<file path="config.mk">
export PLATFORM = sky130hd
export DESIGN_NAME = mem_bus_scheduler_flat
export DESIGN_NICKNAME = d
export VERILOG_FILES = /design/src/rtl/mem_bus_scheduler_if.sv /design/src/rtl/mem_bus_scheduler.sv /design/src/flat_wrapper.sv
export SDC_FILE = /design/constraint.sdc
export NUM_CORES = 1
export LEC_CHECK = 0
export CORE_MARGIN = 4
export CORE_UTILIZATION = 33
export CTS_BUF_LIST = sky130_fd_sc_hd__clkbuf_8 sky130_fd_sc_hd__clkbuf_16
export CTS_CLUSTER_DIAMETER = 60
export DETAILED_ROUTE_END_ITERATION = 12
export PLACE_DENSITY = 0.65
export SLEW_MARGIN = 20
export SYNTH_ARGS = -nofsm -noshare
export SYNTH_HDL_FRONTEND = slang
export SYNTH_SLANG_ARGS = --single-unit
</file>
<file path="constraint.sdc">
create_clock -name clk -period 3.5 [get_ports clk]
set_input_delay 0.7 -clock clk [delete_from_list [all_inputs] [get_ports clk]]
set_output_delay 0.7 -clock clk [all_outputs]
set_load 0.005 [all_outputs]
</file>
<file path="src/rtl/mem_bus_scheduler_if.sv">
// Request, response and memory-side signals of the memory bus scheduler.
// Latency: none, this is only a signal bundle.
// Backpressure: requesters hold req/addr/data until they see their grant.
interface mem_bus_scheduler_if #(
    parameter int ADDR_WIDTH = 32,
    parameter int DATA_WIDTH = 32
);
    logic                  system_flush;
    logic                  system_stall;
    logic                  req0_valid;
    logic [ADDR_WIDTH-1:0] addr_p0;
    logic                  grant0;
    logic [DATA_WIDTH-1:0] data_p0;
    logic                  rvalid0;
    logic                  err0;
    logic                  req1_valid;
    logic [ADDR_WIDTH-1:0] addr_p1;
    logic                  we_p1;
    logic [DATA_WIDTH-1:0] data_p1_wrt;
    logic                  grant1;
    logic [DATA_WIDTH-1:0] data_p1_rd;
    logic                  rvalid1;
    logic                  err1;
    logic                  mem_req_valid;
    logic [ADDR_WIDTH-1:0] mem_addr;
    logic                  mem_we;
    logic [DATA_WIDTH-1:0] mem_wdata;
    logic [DATA_WIDTH-1:0] mem_rdata;
    logic                  mem_data_valid;

    // Scheduler side.
    modport slave (
        input  system_flush, system_stall,
        input  req0_valid, addr_p0,
        output grant0, data_p0, rvalid0, err0,
        input  req1_valid, addr_p1, we_p1, data_p1_wrt,
        output grant1, data_p1_rd, rvalid1, err1,
        output mem_req_valid, mem_addr, mem_we, mem_wdata,
        input  mem_rdata, mem_data_valid
    );

    // Requesters and memory side.
    modport master (
        output system_flush, system_stall,
        output req0_valid, addr_p0,
        input  grant0, data_p0, rvalid0, err0,
        output req1_valid, addr_p1, we_p1, data_p1_wrt,
        input  grant1, data_p1_rd, rvalid1, err1,
        input  mem_req_valid, mem_addr, mem_we, mem_wdata,
        output mem_rdata, mem_data_valid
    );
endinterface

</file>
<file path="src/rtl/mem_bus_scheduler.sv">
// Shares one memory bus between fetch (port 0, read) and MMU (port 1, read/write), one transaction at a time.
// Latency: grant is combinational in IDLE; rvalid follows the grant by at least 3 cycles.
// Backpressure: requests wait for a grant; stall withholds grants, flush drops or drains the in-flight access.
module mem_bus_scheduler #(
    parameter int ADDR_WIDTH   = 32,
    parameter int DATA_WIDTH   = 32,
    parameter int STARVE_LIMIT = 4,
    parameter int TIMEOUT      = 256
) (
    input  logic               clk,
    input  logic               reset_n,
    mem_bus_scheduler_if.slave bus
);
    localparam int SW = $clog2(STARVE_LIMIT + 1);
    localparam int TW = $clog2(TIMEOUT);
    localparam logic [SW-1:0] STARVE_MAX = SW'(STARVE_LIMIT);
    localparam logic [TW-1:0] TMO_LAST   = TW'(TIMEOUT - 1);

    typedef enum logic [2:0] {
        S_IDLE,
        S_ISSUE,
        S_BUSY,
        S_RESP,
        S_DRAIN
    } state_t;

    state_t                state, state_nxt;
    logic                  gnt0, gnt1;
    logic                  owner_q;        // 0 = fetch, 1 = MMU
    logic                  we_q;
    logic [ADDR_WIDTH-1:0] addr_q;
    logic [DATA_WIDTH-1:0] wdata_q;
    logic [DATA_WIDTH-1:0] data0_q, data1_q;
    logic [SW-1:0]         starve_cnt;
    logic [TW-1:0]         tmo_cnt;
    logic                  err_q;
    logic                  tmo_hit;
    logic                  flush;

    assign flush   = bus.system_flush;
    assign tmo_hit = (tmo_cnt == TMO_LAST);

    // Next-state and grant decode; grants only exist in IDLE and are forced low while reset is held.
    always_comb begin
        state_nxt = state;
        gnt0      = 1'b0;
        gnt1      = 1'b0;
        case (state)
            S_IDLE: begin
                if (reset_n && !flush && !bus.system_stall) begin
                    if (bus.req0_valid && (!bus.req1_valid || starve_cnt == STARVE_MAX)) begin
                        gnt0 = 1'b1;
                    end else if (bus.req1_valid) begin
                        gnt1 = 1'b1;
                    end
                end
                if (gnt0 || gnt1) begin
                    state_nxt = S_ISSUE;
                end
            end
            S_ISSUE: state_nxt = flush ? S_IDLE : S_BUSY;
            S_BUSY: begin
                // A flush coinciding with completion has nothing left to drain.
                if (flush) begin
                    state_nxt = (bus.mem_data_valid || tmo_hit) ? S_IDLE : S_DRAIN;
                end else if (bus.mem_data_valid || tmo_hit) begin
                    state_nxt = S_RESP;
                end
            end
            S_RESP:  state_nxt = S_IDLE;
            S_DRAIN: begin
                if (bus.mem_data_valid || tmo_hit) begin
                    state_nxt = S_IDLE;
                end
            end
            default: state_nxt = S_IDLE;
        endcase
    end

    // State register.
    always_ff @(posedge clk or negedge reset_n) begin
        if (!reset_n) state <= S_IDLE;
        else          state <= state_nxt;
    end

    // Latch the winning request so requesters may move on after their grant.
    always_ff @(posedge clk or negedge reset_n) begin
        if (!reset_n) begin
            owner_q <= 1'b0;
            we_q    <= 1'b0;
            addr_q  <= '0;
            wdata_q <= '0;
        end else if (gnt0 || gnt1) begin
            owner_q <= gnt1;
            we_q    <= gnt1 && bus.we_p1;
            addr_q  <= gnt1 ? bus.addr_p1 : bus.addr_p0;
            wdata_q <= gnt1 ? bus.data_p1_wrt : '0;
        end
    end

    // Timeout counter runs through BUSY and DRAIN, restarting with every issued transaction.
    always_ff @(posedge clk or negedge reset_n) begin
        if (!reset_n) begin
            tmo_cnt <= '0;
        end else if (state_nxt == S_ISSUE) begin
            tmo_cnt <= '0;
        end else if (state == S_BUSY || state == S_DRAIN) begin
            tmo_cnt <= tmo_cnt + TW'(1);
        end
    end

    // Error flag for the RESP pulse: set only when BUSY gives up without a flush.
    always_ff @(posedge clk or negedge reset_n) begin
        if (!reset_n) begin
            err_q <= 1'b0;
        end else if (state_nxt == S_ISSUE) begin
            err_q <= 1'b0;
        end else if (state == S_BUSY && !flush && !bus.mem_data_valid && tmo_hit) begin
            err_q <= 1'b1;
        end
    end

    // Read data capture into the owner's register; writes and drained responses leave it alone.
    always_ff @(posedge clk or negedge reset_n) begin
        if (!reset_n) begin
            data0_q <= '0;
            data1_q <= '0;
        end else if (state == S_BUSY && !flush && bus.mem_data_valid && !we_q) begin
            if (owner_q) data1_q <= bus.mem_rdata;
            else         data0_q <= bus.mem_rdata;
        end
    end

    // Starvation counter: counts every cycle a fetch request waits, saturating at the limit.
    always_ff @(posedge clk or negedge reset_n) begin
        if (!reset_n) begin
            starve_cnt <= '0;
        end else if (gnt0 || !bus.req0_valid) begin
            starve_cnt <= '0;
        end else if (starve_cnt != STARVE_MAX) begin
            starve_cnt <= starve_cnt + SW'(1);
        end
    end

    assign bus.grant0        = gnt0;
    assign bus.grant1        = gnt1;
    assign bus.mem_req_valid = (state == S_ISSUE) || (state == S_BUSY) || (state == S_DRAIN);
    assign bus.mem_addr      = addr_q;
    assign bus.mem_we        = we_q;
    assign bus.mem_wdata     = wdata_q;
    assign bus.rvalid0       = (state == S_RESP) && !owner_q && !flush;
    assign bus.rvalid1       = (state == S_RESP) && owner_q && !flush;
    assign bus.err0          = bus.rvalid0 && err_q;
    assign bus.err1          = bus.rvalid1 && err_q;
    assign bus.data_p0       = data0_q;
    assign bus.data_p1_rd    = data1_q;
endmodule

</file>
<file path="src/flat_wrapper.sv">
// flat-port wrapper written by rule: the top's interface ports become plain ports
module mem_bus_scheduler_flat 
#(
    parameter int ADDR_WIDTH   = 32,
    parameter int DATA_WIDTH   = 32,
    parameter int STARVE_LIMIT = 4,
    parameter int TIMEOUT      = 256
)
  (clk, reset_n, bus_system_flush, bus_system_stall, bus_req0_valid, bus_addr_p0, bus_grant0, bus_data_p0, bus_rvalid0, bus_err0, bus_req1_valid, bus_addr_p1, bus_we_p1, bus_data_p1_wrt, bus_grant1, bus_data_p1_rd, bus_rvalid1, bus_err1, bus_mem_req_valid, bus_mem_addr, bus_mem_we, bus_mem_wdata, bus_mem_rdata, bus_mem_data_valid);
  mem_bus_scheduler_if #(.ADDR_WIDTH(ADDR_WIDTH), .DATA_WIDTH(DATA_WIDTH)) bus_i ();
  input  logic clk;
  input  logic reset_n;
  input wire logic [$bits(bus_i.system_flush)-1:0] bus_system_flush;
  input wire logic [$bits(bus_i.system_stall)-1:0] bus_system_stall;
  input wire logic [$bits(bus_i.req0_valid)-1:0] bus_req0_valid;
  input wire logic [$bits(bus_i.addr_p0)-1:0] bus_addr_p0;
  output wire logic [$bits(bus_i.grant0)-1:0] bus_grant0;
  output wire logic [$bits(bus_i.data_p0)-1:0] bus_data_p0;
  output wire logic [$bits(bus_i.rvalid0)-1:0] bus_rvalid0;
  output wire logic [$bits(bus_i.err0)-1:0] bus_err0;
  input wire logic [$bits(bus_i.req1_valid)-1:0] bus_req1_valid;
  input wire logic [$bits(bus_i.addr_p1)-1:0] bus_addr_p1;
  input wire logic [$bits(bus_i.we_p1)-1:0] bus_we_p1;
  input wire logic [$bits(bus_i.data_p1_wrt)-1:0] bus_data_p1_wrt;
  output wire logic [$bits(bus_i.grant1)-1:0] bus_grant1;
  output wire logic [$bits(bus_i.data_p1_rd)-1:0] bus_data_p1_rd;
  output wire logic [$bits(bus_i.rvalid1)-1:0] bus_rvalid1;
  output wire logic [$bits(bus_i.err1)-1:0] bus_err1;
  output wire logic [$bits(bus_i.mem_req_valid)-1:0] bus_mem_req_valid;
  output wire logic [$bits(bus_i.mem_addr)-1:0] bus_mem_addr;
  output wire logic [$bits(bus_i.mem_we)-1:0] bus_mem_we;
  output wire logic [$bits(bus_i.mem_wdata)-1:0] bus_mem_wdata;
  input wire logic [$bits(bus_i.mem_rdata)-1:0] bus_mem_rdata;
  input wire logic [$bits(bus_i.mem_data_valid)-1:0] bus_mem_data_valid;
  assign bus_i.system_flush = bus_system_flush;
  assign bus_i.system_stall = bus_system_stall;
  assign bus_i.req0_valid = bus_req0_valid;
  assign bus_i.addr_p0 = bus_addr_p0;
  assign bus_grant0 = bus_i.grant0;
  assign bus_data_p0 = bus_i.data_p0;
  assign bus_rvalid0 = bus_i.rvalid0;
  assign bus_err0 = bus_i.err0;
  assign bus_i.req1_valid = bus_req1_valid;
  assign bus_i.addr_p1 = bus_addr_p1;
  assign bus_i.we_p1 = bus_we_p1;
  assign bus_i.data_p1_wrt = bus_data_p1_wrt;
  assign bus_grant1 = bus_i.grant1;
  assign bus_data_p1_rd = bus_i.data_p1_rd;
  assign bus_rvalid1 = bus_i.rvalid1;
  assign bus_err1 = bus_i.err1;
  assign bus_mem_req_valid = bus_i.mem_req_valid;
  assign bus_mem_addr = bus_i.mem_addr;
  assign bus_mem_we = bus_i.mem_we;
  assign bus_mem_wdata = bus_i.mem_wdata;
  assign bus_i.mem_rdata = bus_mem_rdata;
  assign bus_i.mem_data_valid = bus_mem_data_valid;
  mem_bus_scheduler #(.ADDR_WIDTH(ADDR_WIDTH), .DATA_WIDTH(DATA_WIDTH), .STARVE_LIMIT(STARVE_LIMIT), .TIMEOUT(TIMEOUT)) u_core (.clk(clk), .reset_n(reset_n), .bus(bus_i));
endmodule
</file>
[Word-level counts from Yosys, hierarchy flattened]
Index checks and enable logic that the tools add are counted.
Operators by class
  add/sub/neg operators: 2
  eq/ne operators: 8
  mux-type cells: 24
  bitwise logic cells: 1
  reductions and logical operators: 36
Operator list (number)
  32-bit 2-to-1 mux: 2
  3-bit 2-to-1 mux: 7
  8-bit 2-to-1 mux: 2
  1-bit logical AND: 15
  3-bit case mux with 4 select lines: 1
  1-bit 2-to-1 mux: 11
  8-bit by 1-bit adder with 8-bit output (second input constant): 1
  8-bit == test (second input constant): 1
  1-bit logical OR: 8
  1-bit zero test: 7
  3-bit by 1-bit == test with 1-bit output (second input constant): 2
  3-bit by 2-bit == test with 1-bit output (second input constant): 2
  3-bit == test (second input constant): 2
  2-bit nonzero test: 3
  2-bit AND reduction: 2
  3-bit by 1-bit adder with 3-bit output (second input constant): 1
  3-bit zero test: 1
  3-bit != test (second input constant): 1
  2-bit 2-to-1 mux: 1
  1-bit NOT: 1
Storage, ports and cells
  bits in registers: 145
  input bits: 136
  output and inout bits: 136
  word-level logic and storage cells: 81

[Longest topological paths before layout]
  depth in word-level cells: 11
  mapped depth: 7
  mapped depth without buffers: 5

[Worst setup path after synthesis]
OpenSTA, ideal clock, no wires.
  kind: input -> output
  start: input port bus_system_flush
  end: output port bus_grant1
  arrival time: 1917 ps
  slack: 883 ps
  stages on the path: 4
  cells stage by stage: or4b_4 -> buf_6 -> nor4_4 -> buf_2
On the way
  longest elaborated chain between the ends: 6
Ends and longest elaborated chain
  start, declared: RTL line flat_wrapper.sv:13  | input wire logic [$bits(bus_i.system_flush)-1:0] bus_system_flush;
  1-bit zero test: RTL line mem_bus_scheduler.sv:50  | if (reset_n && !flush && !bus.system_stall) begin
  1-bit logical AND (2 in series): RTL line mem_bus_scheduler.sv:50
  1-bit 2-to-1 mux: RTL line mem_bus_scheduler.sv:50
  1-bit 2-to-1 mux (2 in series): RTL line mem_bus_scheduler.sv:48  | case (state)
  end, declared: RTL line flat_wrapper.sv:25  | output wire logic [$bits(bus_i.grant1)-1:0] bus_grant1;
No other way between the ends. The select of a mux whose other input is x is not followed.

[Worst setup path after layout]
Ends and elaborated chain as after synthesis.

==> run metrics <==
run status=complete, no violations; final slew viol count=0; DR iter-0 viols=198; Setup crit end kind=output port; PD cells=618.2 mW/mm²; Core Box Area=0.01821 mm²; Clock Tree Buf Depth=2; cts bufs inserted=17; RSZ-0062 raised after global routing=no; DR DRC count=0; overall routing resource usage=0.1764; IO Pins=272; vias per cell=5.118; post-synth cell types=42; Clock Latency Late Sink=0.42 ns; # setup viols final=0; worst-margin pin slew=0.9341 ns; f_max=approximately 0.30 GHz; fraction of the yosys area taken by sequential cells=0.5853; largest net degree at the start of global routing=between 100 and 150; register bit total from synthesis=145; number of nets with antenna violations after routing=0; Final Hold Viols=0; slew margin rel.=0.3728; Psw=0.001582 W; yosys warns=0; CP startpoint kind=input port; Overflow after GRT=0; initial antenna violation count=0; Die Width=around 150 µm; Layout Nets=872; starting density of the core=0.3405; Synth-to-Final Area Change=56.45%; H-tree levels=4; cell chain of the critical path=clkdlybuf4s50_1 -> or4b_4 -> nor4_4 -> clkdlybuf4s50_1; Min Clock Period, post-route=3.363 ns; Comb power frac=0.303; routed vias=4990; Post-Syn Area=0.006200 mm²; critical path required time=2.80 ns; Setup WS pre-CTS=0.1176 ns; critical path peak fanout=9; peak supply drop=0.0003362 V; critical path's slowest cell=or4b_4; clock power share=0.293; Crit path max-delay family=buffers and inverters; die height=145.1 µm; Setup WS post-layout=0.1369 ns; maxcap violations=0; post-CTS setup buffer count=0; sw frac=0.2639; DP Wirelength=between 10000 and 15000 µm; global-route wire length before repair=between 30000 and 40000 µm; Flop pwr share=0.404; number of synthesized flops with an enable pin=0; Worst Path Buf+Inv=2; PortBufs=271; Crit Path Category=in2out; post-detailed-route wirelength per cell=about 19 µm; Synth Net Count=610; CP Data Arrival Time=2.66 ns; CTS tree=yes; CTS sink cnt=145; Synth Instances=471; cts repair resizes=0; min-delay worst type=in2async; Routed Wire Length=about 18000 µm; most frequent CP cell=clkdlybuf4s50_1; Tcrit/Tclk final=0.9609; Sum Neg Setup Slack=0 ns; Fin Clk Skew=between 0.009 and 0.01 ns; # diodes=0; Std-Cell Rows=49; GPL Wtd Cong=0.7973; synthesized area per cell=13.16 µm²; share of cells above drive strength 1=0.1542; cts hold-fix bufs=0; Cell Int Power=0.004413 W; asr flop ratio synth=1.000; leakage=4.104 nW; root buf cell=clkbuf_16; Die ar.=0.02104 mm²; DR pass1 iterations=4; clk slew on worst S/H paths=around 0.06 ns; CP peak stage delay=0.66 ns; Most used DFF post-synth=dfrtp_1; vias in the first global route=5478
sequential cells by signal, summed over array words and instances (netlist names):
register and count:
u_core.bus.data_p0 32, u_core.bus.data_p1_rd 32, u_core.bus.mem_addr 32, u_core.bus.mem_wdata 32, u_core.tmo_cnt 8, u_core.starve_cnt 3, u_core.state 3, u_core.bus.mem_we 1
u_core.err_q 1, u_core.owner_q 1
cell usage after synthesis, types with 3 or more instances:
cell / instances / area share
nand2_1: 7 / 0.0042
a21oi_1: 10 / 0.0081
or3_1: 5 / 0.0050
o21ai_0: 7 / 0.0057
ha_1: 3 / 0.0061
dfrtp_1: 145 / 0.59
a2bb2oi_1: 33 / 0.047
o31ai_1: 4 / 0.0048
nor2_1: 8 / 0.0048
nand3_1: 3 / 0.0024
buf_2: 13 / 0.010
nand2b_1: 33 / 0.033
nor3_1: 6 / 0.0048
and3_1: 3 / 0.0030
inv_1: 4 / 0.0024
mux2_2: 63 / 0.11
buf_6: 6 / 0.011
o32ai_1: 34 / 0.048
a22o_1: 33 / 0.047
clkbuf_1: 22 / 0.013
worst paths after layout:
check / slack, ns / startpoint / cells past startpoint / end
max reg2reg: 1.42 / u_core.state[1]$_DFF_PN0_ / 4 / u_core.bus.mem_wdata[10]$_DFFE_PN0P_
max: 0.14 / bus_system_flush / 4 / bus_grant1
min reg2reg: 0.50 / u_core.bus.mem_wdata[1]$_DFFE_PN0P_ / 1 / u_core.bus.mem_wdata[1]$_DFFE_PN0P_
max in group asynchronous: 2.53 / reset_n / 2 / u_core.bus.data_p0[26]$_DFFE_PN0P_
min: 0.44 / reset_n / 2 / u_core.bus.mem_addr[18]$_DFFE_PN0P_
min in group clk: 0.50 / u_core.bus.mem_wdata[1]$_DFFE_PN0P_ / 1 / u_core.bus.mem_wdata[1]$_DFFE_PN0P_
cell families (layout without fill, tap and decap cells):
kind of cell               Yosys count  in the layout  synth area share
DFF                                145            145            0.5853
AOI/OAI and AO/OA                  124            124            0.1639
and+or+nand+nor                     85             85           0.08497
muxes                               65             65            0.1179
buffers and inverters               46            321           0.03774
adders and majority gates            3              3          0.006055
xor gates and xnor gates             3              3          0.004239
stage by stage:
step | util | total power (W) | std cells | instance area [µm²] | hold slack, ns
finish | 0.5327 | 0.005996 | 975 | 9699 | 0.4380
global route | 0.5327 | 0.006331 | 975 | 9699 | 0.4797
CTS | 0.5327 | 0.006088 | 975 | 9699 | 0.4822
detailed placement | 0.5008 | 0.004270 | 943 | 9119 | 0.4755
global placement | 0.5008 | 0.004230 | 943 | 9119 | 0.4696
floorplan | - | 0.002986 | 471 | 6200 | 0.4044
power by group through the flow:
stage | sequential, W | combinational (W) | clock (W)
after CTS | 0.00243 | 0.00185 | 0.00181
after floorplan | 0.00244 | 0.000545 | 0
after global placement | 0.00242 | 0.00181 | 0
after detailed placement | 0.00243 | 0.00184 | 0
after global routing | 0.00249 | 0.00196 | 0.00189
final | 0.00242 | 0.00181 | 0.00176
layout make-up:
class,count,area (µm²)
multi-input combinational,280,2349
clock buffer,19,452.9
sequential,145,3628
fill,1519,8509
clock inverter,13,127.6
tap,229,286.5
timing repair buffer,284,2836
inverter,5,18.77
layer usage:
metal / part of all wire / track usage / wire length [µm] / up-vias
met5: 0 / 0 / 0 / -
met3: 0.085 / 0.07141 / 1562 / 26
met4: 0.023 / 0.05793 / 417 / 0
met1: 0.40 / 0.2131 / 7423 / 2475
met2: 0.49 / 0.2892 / 9050 / 189
li1: - / - / - / 2300
cell usage in the layout (no fill, tap or decap), types with 2 or more instances in the layout:
master	synthesis	final
nor3b_1	2	2
inv_6	0	3
clkinvlp_4	0	4
or4_1	2	2
nor3_1	6	5
clkdlybuf4s50_1	0	270
clkinv_4	0	3
a22o_1	33	33
o31ai_1	4	4
nor2b_1	2	2
inv_1	4	5
ha_1	3	3
nand2b_1	33	33
o21ai_0	7	7
nor2_1	8	7
buf_4	0	11
clkbuf_16	0	17
xnor2_1	2	2
a21oi_1	10	10
mux2_2	63	63
o32ai_1	34	34
clkbuf_8	0	2
dfrtp_1	145	145
nand2_1	7	7
a2bb2oi_1	33	33
nand4_1	2	2
and2_1	2	2
buf_12	0	2
nand4b_1	2	2
or3_1	5	5
and3_1	3	3
nand3_1	3	3
No activity file was read; power rests on OpenSTA's default activity.
